## config.mk

```make
export PLATFORM = sky130hd
export DESIGN_NAME = vecmac_seq_flat
export DESIGN_NICKNAME = d
export VERILOG_FILES = /design/src/rtl/vecmac_pkg.sv /design/src/rtl/vecmac_if.sv /design/src/rtl/vecmac_vdelay.sv /design/src/rtl/vecmac_seq.sv /design/src/flat_wrapper.sv
export SDC_FILE = /design/constraint.sdc
export NUM_CORES = 1
export LEC_CHECK = 0
export CORE_MARGIN = 4
export CORE_UTILIZATION = 40
export CTS_BUF_LIST = sky130_fd_sc_hd__clkbuf_8 sky130_fd_sc_hd__clkbuf_16
export CTS_CLUSTER_SIZE = 30
export DETAILED_ROUTE_END_ITERATION = 8
export MAX_ROUTING_LAYER = met4
export PLACE_DENSITY = 0.62
export SLEW_MARGIN = 20
export SYNTH_ARGS = -nofsm -noshare
export SYNTH_HDL_FRONTEND = slang
export SYNTH_SLANG_ARGS = --single-unit
```

## constraint.sdc

```tcl
create_clock -name clk -period 3.53 [get_ports clk]
set_input_delay 0.5295 -clock clk [delete_from_list [all_inputs] [get_ports clk]]
set_output_delay 0.5295 -clock clk [all_outputs]
set_load 0.005 [all_outputs]
```

## src/rtl/vecmac_pkg.sv

```systemverilog
// rtl/vecmac_pkg.sv - shared widths and FSM state encoding for the dot-product sequencer
package vecmac_pkg;
  localparam int SUM_W = 18;
  localparam int LANES = 4;

  typedef enum logic [1:0] {
    ST_IDLE,
    ST_ISSUE,
    ST_DRAIN,
    ST_DONE
  } state_t;
endpackage

```

## src/rtl/vecmac_if.sv

```systemverilog
// rtl/vecmac_if.sv - job, operand-read, tree-return and result signals of the sequencer
interface vecmac_if #(
  parameter int ADDR_W = 10,
  parameter int LEN_W  = 10,
  parameter int ACC_W  = 32
) ();
  import vecmac_pkg::*;

  logic              start;
  logic [ADDR_W-1:0] base_addr;
  logic [LEN_W-1:0]  len;
  logic              busy;
  logic              rd_en;
  logic [ADDR_W-1:0] rd_addr;
  logic              dp_valid;
  logic              tree_out_valid;
  logic [SUM_W-1:0]  tree_sum;
  logic              res_valid;
  logic              res_ready;
  logic [ACC_W-1:0]  res_data;
  logic              err;

  // master: host, operand memory and MAC pipeline; slave: the sequencer
  modport master (
    output start, base_addr, len, tree_out_valid, tree_sum, res_ready,
    input  busy, rd_en, rd_addr, dp_valid, res_valid, res_data, err
  );

  modport slave (
    input  start, base_addr, len, tree_out_valid, tree_sum, res_ready,
    output busy, rd_en, rd_addr, dp_valid, res_valid, res_data, err
  );
endinterface

```

## src/rtl/vecmac_vdelay.sv

```systemverilog
// rtl/vecmac_vdelay.sv - 1-bit delay line of DEPTH cycles; a plain wire when DEPTH is 0
module vecmac_vdelay #(
  parameter int DEPTH = 1
) (
  input  logic clk,
  input  logic rst,
  input  logic d,
  output logic q
);
  if (DEPTH == 0) begin : g_wire
    assign q = d;
  end else if (DEPTH == 1) begin : g_one
    logic sr;
    always_ff @(posedge clk or posedge rst) begin
      if (rst) sr <= 1'b0;
      else     sr <= d;
    end
    assign q = sr;
  end else begin : g_shift
    logic [DEPTH-1:0] sr;
    always_ff @(posedge clk or posedge rst) begin
      if (rst) sr <= '0;
      else     sr <= {sr[DEPTH-2:0], d};
    end
    assign q = sr[DEPTH-1];
  end
endmodule

```

## src/rtl/vecmac_seq.sv

```systemverilog
// rtl/vecmac_seq.sv - issues LEN operand-group reads, accumulates tree sums, returns the total
module vecmac_seq
  import vecmac_pkg::*;
#(
  parameter int ADDR_W = 10,
  parameter int LEN_W  = 10,
  parameter int ACC_W  = 32,
  parameter int RD_LAT = 1
) (
  input logic     clk,
  input logic     rst,
  vecmac_if.slave bus
);
  state_t            state_q, state_d;
  logic [ADDR_W-1:0] base_q;
  logic [LEN_W-1:0]  len_q;
  logic [LEN_W-1:0]  issue_cnt;
  logic [LEN_W-1:0]  ret_cnt;
  logic [ACC_W-1:0]  acc;
  logic              err_q;
  logic              rd_en_c;

  logic accept, in_job, ret_fire, ret_bad, last_issue, last_ret;

  assign accept     = (state_q == ST_IDLE) && bus.start;
  assign in_job     = (state_q == ST_ISSUE) || (state_q == ST_DRAIN);
  // A return is only legal while a job still owes beats; anything else is dropped.
  assign ret_fire   = bus.tree_out_valid && in_job && (ret_cnt != len_q);
  assign ret_bad    = bus.tree_out_valid && !ret_fire;
  assign last_issue = (issue_cnt == len_q - LEN_W'(1));
  assign last_ret   = ret_fire && (ret_cnt == len_q - LEN_W'(1));

  always_comb begin
    state_d = state_q;
    rd_en_c = 1'b0;
    case (state_q)
      ST_IDLE: begin
        if (bus.start) state_d = (bus.len == '0) ? ST_DONE : ST_ISSUE;
      end
      ST_ISSUE: begin
        rd_en_c = 1'b1;
        if (last_issue) state_d = ST_DRAIN;
      end
      ST_DRAIN: begin
        if (last_ret) state_d = ST_DONE;
      end
      ST_DONE: begin
        if (bus.res_ready) state_d = ST_IDLE;
      end
      default: state_d = ST_IDLE;
    endcase
  end

  always_ff @(posedge clk or posedge rst) begin
    if (rst) begin
      state_q   <= ST_IDLE;
      base_q    <= '0;
      len_q     <= '0;
      issue_cnt <= '0;
      ret_cnt   <= '0;
      acc       <= '0;
      err_q     <= 1'b0;
    end else begin
      state_q <= state_d;
      if (accept) begin
        base_q    <= bus.base_addr;
        len_q     <= bus.len;
        issue_cnt <= '0;
        ret_cnt   <= '0;
        acc       <= '0;
      end else begin
        if (rd_en_c) issue_cnt <= issue_cnt + LEN_W'(1);
        if (ret_fire) begin
          acc     <= acc + ACC_W'(bus.tree_sum);
          ret_cnt <= ret_cnt + LEN_W'(1);
        end
      end
      err_q <= (err_q && !accept) || ret_bad;
    end
  end

  assign bus.busy      = (state_q != ST_IDLE);
  assign bus.rd_en     = rd_en_c;
  assign bus.rd_addr   = rd_en_c ? (base_q + ADDR_W'(issue_cnt)) : '0;
  assign bus.res_valid = (state_q == ST_DONE);
  assign bus.res_data  = acc;
  assign bus.err       = err_q;

  vecmac_vdelay #(.DEPTH(RD_LAT)) u_vdelay (
    .clk (clk),
    .rst (rst),
    .d   (rd_en_c),
    .q   (bus.dp_valid)
  );
endmodule

```

## src/flat_wrapper.sv

```systemverilog
// flat-port wrapper written by rule: the top's interface ports become plain ports
module vecmac_seq_flat import vecmac_pkg::*;
#(
  parameter int ADDR_W = 10,
  parameter int LEN_W  = 10,
  parameter int ACC_W  = 32,
  parameter int RD_LAT = 1
)
  (clk, rst, bus_start, bus_base_addr, bus_len, bus_tree_out_valid, bus_tree_sum, bus_res_ready, bus_busy, bus_rd_en, bus_rd_addr, bus_dp_valid, bus_res_valid, bus_res_data, bus_err);
  vecmac_if #(.ADDR_W(ADDR_W), .LEN_W(LEN_W), .ACC_W(ACC_W)) bus_i ();
  input logic clk;
  input logic rst;
  input wire logic [$bits(bus_i.start)-1:0] bus_start;
  input wire logic [$bits(bus_i.base_addr)-1:0] bus_base_addr;
  input wire logic [$bits(bus_i.len)-1:0] bus_len;
  input wire logic [$bits(bus_i.tree_out_valid)-1:0] bus_tree_out_valid;
  input wire logic [$bits(bus_i.tree_sum)-1:0] bus_tree_sum;
  input wire logic [$bits(bus_i.res_ready)-1:0] bus_res_ready;
  output wire logic [$bits(bus_i.busy)-1:0] bus_busy;
  output wire logic [$bits(bus_i.rd_en)-1:0] bus_rd_en;
  output wire logic [$bits(bus_i.rd_addr)-1:0] bus_rd_addr;
  output wire logic [$bits(bus_i.dp_valid)-1:0] bus_dp_valid;
  output wire logic [$bits(bus_i.res_valid)-1:0] bus_res_valid;
  output wire logic [$bits(bus_i.res_data)-1:0] bus_res_data;
  output wire logic [$bits(bus_i.err)-1:0] bus_err;
  assign bus_i.start = bus_start;
  assign bus_i.base_addr = bus_base_addr;
  assign bus_i.len = bus_len;
  assign bus_i.tree_out_valid = bus_tree_out_valid;
  assign bus_i.tree_sum = bus_tree_sum;
  assign bus_i.res_ready = bus_res_ready;
  assign bus_busy = bus_i.busy;
  assign bus_rd_en = bus_i.rd_en;
  assign bus_rd_addr = bus_i.rd_addr;
  assign bus_dp_valid = bus_i.dp_valid;
  assign bus_res_valid = bus_i.res_valid;
  assign bus_res_data = bus_i.res_data;
  assign bus_err = bus_i.err;
  vecmac_seq #(.ADDR_W(ADDR_W), .LEN_W(LEN_W), .ACC_W(ACC_W), .RD_LAT(RD_LAT)) u_core (.clk(clk), .rst(rst), .bus(bus_i));
endmodule
```

# Word level (Yosys, flattened, before mapping)
# Index checks and enable logic that the tools add are counted.
[word_totals]
elab_cells = 53
ff_bits = 76
out_inout_bits = 47
[op_classes]
mux = 14
reduce_logical = 16
addsub = 5
eq_ne = 10
[ops]
columns = ["op", "count"]
rows = [
  ["$mux 32", 2],
  ["$mux 10", 5],
  ["$add 32x18->32", 1],
  ["$add 10x1->10 const B", 2],
  ["$eq 10x10->1", 2],
  ["$add 10x10->10", 1],
  ["$logic_not 10->1", 1],
  ["$mux 2", 5],
  ["$ne 10x10->1", 1],
  ["$sub 10x1->10 const B", 1],
  ["$pmux 2 s4", 1],
  ["$logic_and 1x1->1", 6],
  ["$reduce_bool 2->1", 3],
  ["$eq 2x2->1 const B", 2],
  ["$ne 2x1->1 const B", 2],
  ["$ne 2x2->1 const B", 2],
  ["$reduce_and 4->1", 1],
  ["$eq 2x1->1 const B", 1],
  ["$logic_not 1->1", 2],
  ["$logic_not 2->1", 1],
  ["$logic_or 1x1->1", 2],
  ["$mux 1", 1],
]

# Longest topological paths before layout
[logic_depth]
ltp_word = 7
ltp_mapped = 11
ltp_nobuf = 11

# Cells and area by module
# Synthesis repeated with hierarchy kept, for this count alone.
[unflattened]
cells_unflattened = 631
hier_area_um2 = 5421.4
[modules_own_cells]
columns = ["mod", "area_each_um2", "seq_area_each_um2", "instances", "cells_each"]
rows = [
  ["vecmac_seq", 5392.7, 1876.8, 1, 629],
  ["vecmac_vdelay", 28.8, 25.0, 1, 2],
]

# Worst setup path after synthesis
# OpenSTA, ideal clock, no wires.
[synth_path]
kind = "input to register"
startpoint = "input port bus_tree_sum[0]"
endpoint = "register u_core.acc[28], in the netlist u_core.bus.res_data[28]"
path_buffers = 0
setup_slack_ps = 751
arrival_time_ps = 2701
cell_stages = 11
cell_sequence = "ha_1 inv_1 fa_1 nor2b_1 o21ai_0 a21oi_1 o41a_1 a21oi_1 o21a_1 or4_1 a21oi_1"
[synth_via]
elab_chain_cells = 3
[synth_lines]
columns = ["element", "line", "rtl"]
rows = [
  ["from (decl)", "flat_wrapper.sv:17", "input wire logic [$bits(bus_i.tree_sum)-1:0] bus_tree_sum;"],
  ["$add 32x18->32", "vecmac_seq.sv:74", "acc <= acc + ACC_W'(bus.tree_sum);"],
  ["$mux 32", "vecmac_seq.sv:73", "if (ret_fire) begin"],
  ["$mux 32", "vecmac_seq.sv:65", "if (accept) begin"],
  ["to (signal assigned)", "vecmac_seq.sv:74", ""],
  ["to (decl)", "vecmac_seq.sv:19", "logic [ACC_W-1:0] acc;"],
]
# No other way between the ends. The select of a mux whose other input is x is not followed.
# A chain may end at the register's enable or synchronous reset.

# Worst setup path in the final report
[layout_path]
startpoint = "register u_core.base_q[1]"
endpoint = "output port bus_rd_addr[7]"
[layout_via]
elab_chain_cells = 2
[layout_lines]
columns = ["element", "line", "rtl"]
rows = [
  ["from (decl)", "vecmac_seq.sv:15", "logic [ADDR_W-1:0] base_q;"],
  ["from (signal assigned)", "vecmac_seq.sv:66", "base_q <= bus.base_addr;"],
  ["$add 10x10->10", "vecmac_seq.sv:84", "assign bus.rd_addr = rd_en_c ? (base_q + ADDR_W'(issue_cnt)) : '0;"],
  ["$mux 10", "vecmac_seq.sv:84", ""],
  ["to (decl)", "flat_wrapper.sv:21", "output wire logic [$bits(bus_i.rd_addr)-1:0] bus_rd_addr;"],
]
# No other way between the ends.

==> metrics.txt <==
Placement Setup Slack ~0.11 ns; GRT Residual Overflow 0; DIE HEIGHT 122 um; Total GRT Usage 0.184; leading cell type in the layout, fill and taps excluded nand2_1; IO Pins 90; Critical Path Max Stage Delay between 0.4 and 0.5 ns; hold path endpoint u_core.base_q[0]$_DFFE_PP0P_; Slew @ Worst Pin between 0.7 and 0.8 ns; Syn Area/Cell slightly below 9 um2; antenna cell count 0; dpl hpwl around 9.4 mm; leakage between 3 and 4 nW; first-pass GRT wire length 21.4 mm; worst path cell trace ha_1 -> a21o_1 -> a21oi_2 -> o21bai_2 -> a2111oi_4 -> nor3_2 -> xor2_1 -> and2_1 -> clkdlybuf4s50_1; pin count of the biggest net entering global routing 44; worst ir drop on vdd approximately 0.4 mV; final hold violation count 0; Net Count, Synth about 670; DR DRC count 0; worst hold path type reg2reg; Core Box Area 12600 um2; peak fanout along the critical path 3; pwr/cell area just under 800 nW/um2; Startpoint Class flop; reg2reg path depth 11; Yosys warnings 0; post-route clock period utilization 0.941; Area contributors post-synth dfrtp_1 37%, ha_1 8.5%, xnor2_1 6.8%; unrepaired setup endpoints after global routing false; fillers roughly 1200; post-synth cell types 57; Slowest-stage cell, CP clkdlybuf4s50_1; Top FF cell, synth dfrtp_1; xor/xnor share of the synthesized area 0.115; Clock Latency Late Sink 0.35 ns; share of cells above drive strength 1 0.0749; initial antenna violation count 0; reg2reg end u_core.bus.res_data[28]$_DFFE_PP0P_; sequential fraction of the synthesis area 0.368; Cell Area, Synth a little over 5000 um2; worst endpoint required time approximately 3 ns; Compound-Gate Fraction of Synth Area 0.146; TNS Setup 0 ns; hold depth 2; status complete, no violations; Arr. time, crit path ~2.8 ns; count of pins over their slew limit 0; RD Place Congestion approximately 0.93; Crit Path Category reg2out; WL/cell approximately 15 um; vias post-DR 4452; clk slew on worst S/H paths about 0.070 ns; largest family of logic cells by synthesized area simple AND/OR/NAND/NOR gates; FP Rows 41; number of buffers on the longest clock path 2; cell accounting for the most synthesized area dfrtp_1; Adder-Cell Fraction of Synth Area 0.0925; clock root buffer clkbuf_16; vias in the first global route about 4400; Final setup viols 0; Critical Path End Type output port; most frequent cells in the layout 90 x nand2_1, 87 x clkdlybuf4s50_1, 75 x dfrtp_1; crit path time final ~3.3 ns; drt via density 5.22; IO buf count 89; First DRT Iteration DRCs ~280; FF-to-FF setup slack slightly below 0.7 ns; Slew HR 0.474; die area about 15000 um2; Synth Instances around 590; FF-to-FF Start u_core.bus.res_data[0]$_DFFE_PP0P_; CTS tree yes; ANT nets after route 0; top cell type's share of synthesized area 0.368; Post-synth ARST share 1.00; Initial Utilization 0.410; total iterations of the first detailed-routing run 4; Max Cap Violations 0; cts bufs inserted 9; max frequency roughly 300 MHz; Worst Slack Setup Final around 0.21 ns; clock sinks 76; final net count ~760; Synth Area in Simple Gates 0.202; hold path start u_core.base_q[0]$_DFFE_PP0P_; Total Wirelength 13.0 mm; Area Growth Syn to Fin 28.2%; Die X approximately 120 um; post-synthesis mux area share 0.0368; # H-tree levels 3; Synth Register Bits 76; Worst Skew 0.00924 ns; Post-synth EDFFs 0
## cells in the mapped netlist, types with 4 or more instances
cell type  instances
a21o_1             9
a21oi_1           34
a31o_2             4
a31oi_1            4
and2_1            11
and3_1             7
buf_2              4
clkbuf_1          20
dfrtp_1           76
ha_1              35
inv_1             28
mux2i_1           19
nand2_1           90
nand2b_1           7
nand3_1            5
nand4_1           13
nor2_1            52
nor3_1             6
nor4_1             8
o21ai_0           25
o21bai_1           5
or3_1             10
xnor2_1           40
xor2_1            28
## through the flow
stage | hold WS (ns) | area [um2] | util | std cells | total power, mW
floorplan | 0.450 | 5170 | - | 588 | 3.35
global placement | 0.474 | 6270 | 0.497 | 833 | 4.25
detailed placement | 0.473 | 6270 | 0.497 | 833 | 4.30
CTS | 0.489 | 6580 | 0.522 | 850 | 5.25
global route | 0.504 | 6630 | 0.525 | 853 | 5.67
finish | 0.484 | 6630 | 0.525 | 853 | 5.23
## metal layers
layer | vias up | track usage | wire [um]
li1 | 2213 | - | -
met1 | 2124 | 0.242 | 6110
met2 | 108 | 0.293 | 6230
met3 | 7 | 0.0413 | 626
met4 | 0 | 0.0434 | 61
met5 | - | - | 0
## area by class of cell
class	instances	area, um2	area share
clock inverters	6	40.0	0.00604
inverters	28	105	0.0159
well taps	172	215	0.0325
flip-flops and latches	76	1900	0.287
multi-input cells	459	3110	0.469
clock buffers	10	239	0.0361
repair buffers	102	1020	0.154
## sequential cells by signal (all words and copies together) (netlist names)
register and cells:
u_core.base_q 10, u_core.bus.err 1, u_core.bus.res_data 32, u_core.issue_cnt 10, u_core.len_q 10, u_core.ret_cnt 10
u_core.state_q 2, u_core.u_vdelay.q 1
## worst max path at each step
stage	depth (start not counted)	endpoint	slack [ns]	start
2_1_floorplan	11	u_core.bus.res_data[28]$_DFFE_PP0P_	0.75	bus_tree_sum[0]
4_1_cts	11	bus_rd_addr[8]	0.004	u_core.issue_cnt[0]$_DFFE_PP0P_
3_5_place_dp	12	u_core.bus.res_data[28]$_DFFE_PP0P_	0.11	bus_tree_sum[0]
3_3_place_gp	12	u_core.bus.res_data[28]$_DFFE_PP0P_	0.19	bus_tree_sum[0]
6_report	9	bus_rd_addr[7]	0.21	u_core.base_q[1]$_DFFE_PP0P_
5_1_grt	9	bus_rd_addr[7]	0.08	u_core.base_q[1]$_DFFE_PP0P_
## logic make-up after synthesis
logic type,Yosys count
and+or+nand+nor,222
AOI/OAI and AO/OA,113
DFF,76
xor gates and xnor gates,68
buffers and inverters,53
adders and majority gates,37
muxes,19
## critical path, delay by kind of cell, from the launching register on
family	cells	cell delay (ns)
AO/OA/AOI/OAI	4	0.87
AND/OR/NAND/NOR	2	0.24
adder cells (fa/ha/maj)	1	0.30
XOR/XNOR	1	0.13
buffers and inverters	1	0.49
flip-flops	1	0.42
## where the power goes
part           internal, mW  total [mW]  switching (mW)
combinational          1.43        2.90            1.48
clock                 0.492       0.875           0.383
sequential             1.14        1.45           0.307
total                  3.06        5.23            2.17
## timing repair
item / in CTS / in global routing
endpoints found under the hold margin: 0 / 0
endpoints found under the setup margin: 3 / 3
pin swaps: 4 / 9
resized for setup: 8 / 4
hold buffers: 0 / 0
buffers inserted: 1 / 3
No activity file was read; power rests on OpenSTA's default activity.
